`config.mk`:
```
export PLATFORM = sky130hd
export DESIGN_NAME = resp_router_bridge_buf
export DESIGN_NICKNAME = d
export VERILOG_FILES = /design/src/rtl/resp_router_bridge_buf.sv
export SDC_FILE = /design/constraint.sdc
export NUM_CORES = 1
export LEC_CHECK = 0
export CAP_MARGIN = 30
export CORE_AREA = 3 3 297 299
export CTS_BUF_LIST = sky130_fd_sc_hd__clkbuf_4
export CTS_CLUSTER_DIAMETER = 80
export DETAILED_ROUTE_END_ITERATION = 8
export DIE_AREA = 0 0 300 302
export HOLD_SLACK_MARGIN = 0.15
export PLACE_DENSITY = 0.54
export SYNTH_ARGS = -nofsm -noshare
export SYNTH_HDL_FRONTEND = slang
export SYNTH_SLANG_ARGS = --single-unit
```
`constraint.sdc`:
```
create_clock -name clk -period 71.7 [get_ports clk]
set_clock_uncertainty 0.15 [all_clocks]
set_input_delay 21.51 -clock clk [delete_from_list [all_inputs] [get_ports clk]]
set_output_delay 21.51 -clock clk [all_outputs]
set_load 0.01 [all_outputs]
```
`src/rtl/resp_router_bridge_buf.sv`:
```
// Response-side router for the XBAR bridge.
// Decodes the response ID into a per-master target and holds each response
// in a one-entry slot per master until that master accepts it. Responses with
// an illegal ID are accepted, dropped, flagged with a pulse and counted.
module resp_router_bridge_buf #(
    parameter int N_MASTER      = 20,
    parameter int ID_MODE       = 0,
    parameter int ID_WIDTH      = 20,
    parameter int DATA_WIDTH    = 32,
    parameter int ERR_CNT_WIDTH = 8
) (
    input  logic                           clk,
    input  logic                           rst,
    input  logic                           data_r_valid_i,
    output logic                           data_r_ready_o,
    input  logic [ID_WIDTH-1:0]            data_ID_i,
    input  logic [DATA_WIDTH-1:0]          data_r_rdata_i,
    input  logic                           data_r_opc_i,
    output logic [N_MASTER-1:0]            data_r_valid_o,
    input  logic [N_MASTER-1:0]            data_r_ready_i,
    output logic [N_MASTER*DATA_WIDTH-1:0] data_r_rdata_o,
    output logic [N_MASTER-1:0]            data_r_opc_o,
    input  logic                           err_clr_i,
    output logic                           err_pulse_o,
    output logic [ERR_CNT_WIDTH-1:0]       err_cnt_o
);

    // Reject parameter combinations where the ID width does not fit the encoding.
    if ((N_MASTER < 2) ||
        (ID_MODE != 0 && ID_MODE != 1) ||
        (ID_MODE == 0 && ID_WIDTH != N_MASTER) ||
        (ID_MODE == 1 && ID_WIDTH != $clog2(N_MASTER))) begin : g_param_check
        $error("resp_router_bridge_buf: inconsistent N_MASTER/ID_MODE/ID_WIDTH");
    end

    function automatic logic [ERR_CNT_WIDTH-1:0] sat_inc(input logic [ERR_CNT_WIDTH-1:0] v);
        return (&v) ? v : v + ERR_CNT_WIDTH'(1);
    endfunction

    logic [N_MASTER-1:0]            target;
    logic                           legal;
    logic [N_MASTER-1:0]            free;
    logic                           accept;
    logic [N_MASTER-1:0]            fill;
    logic                           drop;

    logic [N_MASTER-1:0]            slot_vld_p1;
    logic [N_MASTER*DATA_WIDTH-1:0] slot_rdata_p1;
    logic [N_MASTER-1:0]            slot_opc_p1;
    logic                           err_pulse_p1;
    logic [ERR_CNT_WIDTH-1:0]       err_cnt_p1;

    // ---- stage p0: ID decode and slot-availability handshake (combinational)
    if (ID_MODE == 0) begin : g_onehot
        assign target = N_MASTER'(data_ID_i);
        assign legal  = (data_ID_i != '0) &&
                        ((data_ID_i & (data_ID_i - ID_WIDTH'(1))) == '0);
    end else begin : g_binary
        localparam logic [31:0] N_MASTER_U = N_MASTER;
        assign legal  = (32'(data_ID_i) < N_MASTER_U);
        assign target = legal ? (N_MASTER'(1) << data_ID_i) : '0;
    end

    // A slot can take a new response if it is empty or being drained this cycle.
    assign free           = ~slot_vld_p1 | data_r_ready_i;
    // Illegal IDs are always swallowed; legal ones wait for their own slot only.
    assign data_r_ready_o = legal ? |(target & free) : 1'b1;
    assign accept         = data_r_valid_i && data_r_ready_o;
    assign fill           = (accept && legal) ? target : '0;
    assign drop           = accept && !legal;

    // ---- stage p1: per-master slots and error reporting (registered)

    // Slot occupancy: refill wins over drain so a busy master keeps full throughput.
    always_ff @(posedge clk or posedge rst) begin
        if (rst) begin
            slot_vld_p1 <= '0;
        end else begin
            slot_vld_p1 <= fill | (slot_vld_p1 & ~data_r_ready_i);
        end
    end

    // Slot payload: captured only on fill, otherwise held for the master handshake.
    always_ff @(posedge clk or posedge rst) begin
        if (rst) begin
            slot_rdata_p1 <= '0;
            slot_opc_p1   <= '0;
        end else begin
            for (int m = 0; m < N_MASTER; m++) begin
                if (fill[m]) begin
                    slot_rdata_p1[m*DATA_WIDTH +: DATA_WIDTH] <= data_r_rdata_i;
                    slot_opc_p1[m]                            <= data_r_opc_i;
                end
            end
        end
    end

    // Illegal-ID pulse and saturating counter; clear beats a same-cycle increment.
    always_ff @(posedge clk or posedge rst) begin
        if (rst) begin
            err_pulse_p1 <= 1'b0;
            err_cnt_p1   <= '0;
        end else begin
            err_pulse_p1 <= drop;
            if (err_clr_i) begin
                err_cnt_p1 <= '0;
            end else if (drop) begin
                err_cnt_p1 <= sat_inc(err_cnt_p1);
            end
        end
    end

    assign data_r_valid_o = slot_vld_p1;
    assign data_r_rdata_o = slot_rdata_p1;
    assign data_r_opc_o   = slot_opc_p1;
    assign err_pulse_o    = err_pulse_p1;
    assign err_cnt_o      = err_cnt_p1;

endmodule

```
# After elaboration in Yosys (flattened, before gate mapping)
# Index checks and enable logic that the tools add are counted.
dict set report classes {
  n_bitwise 7
  addsub 2
  n_reduce_logical 11
  eq_ne 1
  muxes 5
}
# op n
set ops {}
lappend ops {{$and 20x20->20} 3}
lappend ops {{$not 20->20} 2}
lappend ops {{$or 20x20->20} 2}
lappend ops {{$mux 8} 3}
lappend ops {{$logic_not 20->1} 1}
lappend ops {{$mux 20} 1}
lappend ops {{$reduce_bool 20->1} 1}
lappend ops {{$reduce_or 20->1} 1}
lappend ops {{$sub 20x1->20 const B} 1}
lappend ops {{$add 8x1->8 const B} 1}
lappend ops {{$reduce_and 8->1} 1}
lappend ops {{$logic_and 1x1->1} 4}
lappend ops {{$ne 2x2->1 const B} 1}
lappend ops {{$reduce_and 2->1} 1}
lappend ops {{$reduce_bool 2->1} 1}
lappend ops {{$logic_not 1->1} 1}
lappend ops {{$mux 1} 1}
dict set report word_totals {
  regBits 689
}

# Depth between registers and ports, before layout
# Gate-level depths: netlist of the first run.
dict set report logic_depth {
  depth_word 9
  mapped_depth 10
  mapped_depth_nobuf 7
}

# Worst setup path after synthesis of the first run
# No wires, ideal clock.
dict set report synth_path {
  path_type {in2out}
  from {input port data_ID_i[2]}
  to {output port data_r_ready_o}
  cell_stages 7
  arrival_time_ns 22.986
  required_time_ns 50.040
  setup_slack_ns 27.054
  n_path_buf 0
  path_cell_list {nor4_4 nand2_1 maj3_1 a221oi_1 nand3_1 nor4b_1 nand2_1}
}
dict set report synth_via {
  elab_chain_len 5
  word_cells_on_any_way 8
}
# element line_no
set synth_lines {}
lappend synth_lines {{from (decl)} 16} ;# input logic [ID_WIDTH-1:0] data_ID_i,
lappend synth_lines {{$sub 20x1->20} 57} ;# ((data_ID_i & (data_ID_i - ID_WIDTH'(1))) == '0);
lappend synth_lines {{$and 20x20->20} 57}
lappend synth_lines {{$logic_not 20->1} 57}
lappend synth_lines {{$logic_and 1x1->1} 56} ;# assign legal = (data_ID_i != '0) &&
lappend synth_lines {{$mux 1 (*)} 67} ;# assign data_r_ready_o = legal ? |(target & free) : 1'b1;
lappend synth_lines {{to (decl)} 15} ;# output logic data_r_ready_o,
# Every way passes the cells marked *; elsewhere a longest branch is shown, timed or not.

# Final worst setup path of the first run
dict set report layout_path {
  from {input port data_ID_i[3]}
  to {output port data_r_ready_o}
}
# The elaborated chain is that of the path after synthesis.

==> results of run 1 <==
[cells in the final DEF (no fill, tap or decap), drive strengths merged, types with 6 or more instances in the layout]
master           n
clkdlybuf4s50  760
dfrtp          689
mux2           666
clkbuf         278
buf             54
clkinv          41
nand2           33
nand2b          23
nand4b          20
nor2            12
inv              9
nand3            7
diode            6
a22oi            6
[per-layer routing]
layer  track usage, %  share of wire, %
met1             24.7                38
met2             38.4                50
met3             8.02               8.3
met4             8.53               3.5
met5                0             0.086
[how the worst max path moves through the flow]
stage                     slack [ps]  depth (start not counted)        endpoint         start
after floorplan                27050                          7  data_r_ready_o  data_ID_i[2]
after global placement         25630                          9  data_r_ready_o  data_ID_i[3]
after detailed placement       25470                          9  data_r_ready_o  data_ID_i[3]
after CTS                      25440                          9  data_r_ready_o  data_ID_i[3]
after global routing           25300                          9  data_r_ready_o  data_ID_i[3]
final                          25400                          9  data_r_ready_o  data_ID_i[3]
[area by class of cell]
cell class	count	share of cell area (%)
clock inverter	51	0.740
antenna	6	0.0393
timing repair buffer	814	21.8
inverter	3	0.0491
tap	1144	3.75
multi-input combinational	824	23.0
clock buffer	278	5.46
sequential	689	45.1
[worst max-delay path: cells and delay by family]
| family | cells | cell delay, ps |
|---|---|---|
| AND/OR/NAND/NOR | 5 | 1240 |
| AO/OA/AOI/OAI | 1 | 270 |
| adder cells (fa/ha/maj) | 1 | 410 |
| buffers and inverters | 2 | 1200 |
[power by group]
| group | switching (uW) | internal [uW] | leakage [uW] |
|---|---|---|---|
| registers | 0.142 | 389 | 0.00963 |
| logic | 21.2 | 7.22 | 0.00811 |
| clock network | 166 | 184 | 0.00141 |
| total | 187 | 580 | 0.0191 |
[kinds of logic (layout without fill, tap and decap cells)]
group | Yosys count | count (layout) | synth area share, %
AO/OA/AOI/OAI | 30 | 30 | 0.835
adder cells (fa/ha/maj) | 3 | 3 | 0.122
buffers and inverters | 144 | 1146 | 2.36
flip-flops | 689 | 689 | 64.7
multiplexers | 667 | 667 | 28.2
other | 0 | 6 | 0
AND/OR/NAND/NOR | 124 | 124 | 3.86
[per-stage QoR]
stage / hold slack [ps] / instances / instance area (um^2) / utilization, % / power, uW
after detailed placement: 330 / 3472 / 35800 / 41.9 / 425
final: 335 / 3809 / 38200 / 44.7 / 768
after floorplan: 382 / 1657 / 26700 / - / 409
after CTS: 342 / 3801 / 38100 / 44.6 / 783
after global placement: 323 / 3448 / 35300 / 41.3 / 423
after global routing: 350 / 3804 / 38200 / 44.7 / 806
[sequential cells by signal (all words and copies together) (netlist names)]
register	cells
data_r_rdata_o	640
err_pulse_o	1
data_r_valid_o	20
data_r_opc_o	20
err_cnt_o	8
==> out/results.ini, run 1 <==
[sta]
setup_viol=0
rsz0062_at_grt=no
tightest_slew_ps=1090
min_period_ps=46300
clock.fmax_mhz=21.6
slew_violations=0
tns_ps=0
final.setup.worst_slack_ps=25400
finalCritPeriodShare_pct=64.6
max-slew-margin-rel_pct=27.4
hold_viol=0

[cts]
clkTransAtPathRegs_ps=50
cts_tree=built
numCtsBuffers=187
root_buffer=clkbuf_4
ctsResizeCount=0
cts_setup_buffers=0
insertion_delay_ps=1030
cts.htree.levels=4
clock_path_buffers=3
cts_sinks=689
hold_buffers=0

[grt]
antenna_found_initial=14
grt_max_degree=167
grt.total_usage_pct=22.1
grt_pass1_vias=19428
gr-total-overflow=0
grt_pass1_wl_um=143000

[critical_path]
critPathMaxFanout=5
critPathLaunchType=input port
reg2reg_from=data_r_valid_o[3]
path_cells=clkdlybuf4s50_1, nor4_4, nand2_1, maj3_1, a221oi_1, nand3_1, nor4b_1, nand2_1, clkdlybuf4s50_1
rr_worst_depth=9
cp.arrival_ps=24640
required_ps=50040
cpMaxStageDelayCell=clkdlybuf4s50_1
reg2reg_to=data_r_rdata_o[350]
cp-end-kind=primary output
max_stage_delay_ps=670
worst-r2r-setup-slack_ps=68020
critPathKind=in -> out

[logic_synthesis]
syn-cell-area_um2=26700
yosysUniqueCellTypes=46
synth_most_common_cell=dfrtp_1
synth_top_area_share_pct=64.7
ys_ff_latch=689
synthArstFlopShare_pct=100
ys_warn_count=0
ys.flop_type=dfrtp_1
yosysTopAreaCell=dfrtp_1
synthesis.nets=1735
synth_edf_count=0
yosysSeqAreaShare_pct=64.7
ys_top_cells_by_area=dfrtp_1 (65%), mux2_1 (23%), mux2_2 (4.9%), nand4b_4 (1.7%), clkbuf_1 (1.1%)
synth_commonest_cells=dfrtp_1 (689), mux2_1 (551), mux2_2 (115)
avgSynthCellArea_um2=16.1
synthCells=1657

[routing]
wire_per_inst_um=26.6
first_pass_iters=6
vias_per_cell=4.76
drt.antenna.violating_nets=0
postRouteWirelength_um=101000
drt-initial-drc-count=878
vias=18112
drc_errors=0

[floorplanning]
die_y_um=302
ioPinCount=767
core_region_area_um2=85400
row_count=107
die_w_um=300
die_area_um2=90600
start_util_pct=31.2

[pwr]
power_density_nw_per_um2=20.1
leakagePower_uw=0.0191
ir_drop_mv=0.0139

[layout]
drive_gt1_share_pct=18.2
fillers=7862
register_area_um2=17200
syn2layout_area_growth_pct=43.3
fin_nets=2597
multiInputGateArea_um2=8790

[hold_path]
hold_start=data_r_rdata_o[22]
hold_depth=1
hold_path_class=reg -> reg
worst_hold_path.endpoint=data_r_rdata_o[22]

[place]
place_congestion=0.821
dp.final_hpwl_um=71400
pre_cts_ws_ps=25470
io_buffers=766

[job]
max_cap_violations=0

[outcome]
status=finished, final reports clean

(Power assumes the default switching activity.)
==> run 2: changes to the inputs <==
Settings changed: CORE_AREA 3 3 297 299 to 3 3 295 297, DIE_AREA 0 0 300 302 to 0 0 298 300, PLACE_DENSITY 0.54 to 0.57.
Clock period 71.7 ns to 42 ns, I/O delays scaled along.
==> out/results.ini, run 2 (synthesis results as in run 1) <==
[sta]
max-slew-margin-rel_pct=32.0
clock.fmax_mhz=35.2
setup_viol=0
hold_viol=0
slew_violations=0
final.setup.worst_slack_ps=13620
rsz0062_at_grt=no
min_period_ps=28380
tightest_slew_ps=1020
tns_ps=0
finalCritPeriodShare_pct=67.6

[floorplanning]
row_count=107
start_util_pct=31.4
core_region_area_um2=84900
ioPinCount=767
die_area_um2=89400
die_y_um=300
die_w_um=298

[pwr]
ir_drop_mv=0.0258
power_density_nw_per_um2=34.2
leakagePower_uw=0.0192

[cts]
clock_path_buffers=3
insertion_delay_ps=1030
cts_setup_buffers=0
ctsResizeCount=0
cts_sinks=689
root_buffer=clkbuf_4
numCtsBuffers=183
cts.htree.levels=4
cts_tree=built
clkTransAtPathRegs_ps=50
hold_buffers=0

[place]
pre_cts_ws_ps=13740
dp.final_hpwl_um=67800
dpl_cell_area_um2=35900
place_congestion=0.826
io_buffers=766

[layout]
multiInputGateArea_um2=8790
fillers=7824
syn2layout_area_growth_pct=44.0
layout_common_cells=clkdlybuf4s50_1 (758), dfrtp_1 (689), mux2_1 (551), clkbuf_4 (279), mux2_2 (115)
drive_gt1_share_pct=18.7
register_area_um2=17200
finalInstanceArea_um2=38400
fin_nets=2595
largest_reg_flops=640
layout_commonest_cell=clkdlybuf4s50_1

[job]
max_cap_violations=0

[grt]
grt_pass1_wl_um=139000
gr-total-overflow=0
use_met2_pct=35.7
grt_max_degree=169
grt_pass1_vias=19187
grt.total_usage_pct=21.3
antenna_found_initial=23
top_usage_layer=met2
gr-usage-met3_pct=8.74
use_met1_pct=24.5

[hold_path]
hold_path_class=reg -> reg
hold_depth=1

[critical_path]
critPathLaunchType=input port
cp.arrival_ps=15630
worst-r2r-setup-slack_ps=38560
rr_worst_depth=9
critPathKind=in -> out
required_ps=29250
cp-end-kind=primary output
critPathMaxFanout=5

[routing]
vias_per_cell=4.75
drt-initial-drc-count=909
first_pass_iters=5
wire_per_inst_um=25.5
vias=18012
drc_errors=0
drt.antenna.violating_nets=0
postRouteWirelength_um=96500

[outcome]
status=finished, final reports clean

run 2: cell count changes in the layout (fill, tap and decap cells not counted), moves of 2 or more:
cell | before | now
clkinv_1 | 37 | 11
buf_16 | 6 | 19
buf_4 | 20 | 15
buf_8 | 10 | 7
clkinv_4 | 3 | 0
clkinvlp_4 | 2 | 5
diode_2 | 6 | 9
inv_2 | 3 | 0
buf_12 | 11 | 9
buf_2 | 6 | 8
bufinv_16 | 2 | 4
clkdlybuf4s50_1 | 760 | 758
clkinv_2 | 1 | 3
run 2: layout make-up:
class	instances	area share (%)
Timing Repair Buffer	816	22.3
Sequential cell	689	44.9
Multi-Input combinational cell	824	22.9
Inverter	3	0.0489
Antenna cell	9	0.0586
Clock buffer	279	5.45
Clock inverter	27	0.648
Tap cell	1144	3.73
run 2: worst paths after layout:
path,startpoint,to
setup / recovery,data_ID_i[2],data_r_ready_o
hold / removal,data_r_rdata_o[135],data_r_rdata_o[135]
setup reg to reg,data_r_valid_o[0],data_r_rdata_o[28]
hold reg to reg,data_r_rdata_o[135],data_r_rdata_o[135]
max in group asynchronous,rst,data_r_rdata_o[495]
min in group asynchronous,rst,data_r_rdata_o[268]
run 2: critical path: stages:
cell             delay [ps]
clkdlybuf4s50_1         610
nor4_4                  450
nand2_1                 100
maj3_1                  380
a221oi_1                300
nand3_1                 120
nor4b_1                 320
nand2_1                 150
clkdlybuf4s50_1         580
run 2: metal layers:
metal / wire (um) / up-vias
met5: 92 / -
met4: 3140 / 14
met3: 8900 / 177
met2: 47000 / 798
met1: 37300 / 9369
li1: - / 7654
run 2: through the flow:
stage | instances | util [%] | hold slack (ps) | power [uW]
final | 3791 | 45.2 | 336 | 1320
after global routing | 3789 | 45.2 | 348 | 1380
after CTS | 3777 | 45.1 | 343 | 1340
after detailed placement | 3471 | 42.3 | 330 | 725
after global placement | 3442 | 41.5 | 322 | 721
after floorplan | 1657 | - | 382 | 697
run 2: where the power goes:
group	total, uW	switching [uW]	internal, uW
clock network	603	279	324
registers	664	0.249	664
logic	47.8	35.0	12.8
total	1320	314	1000
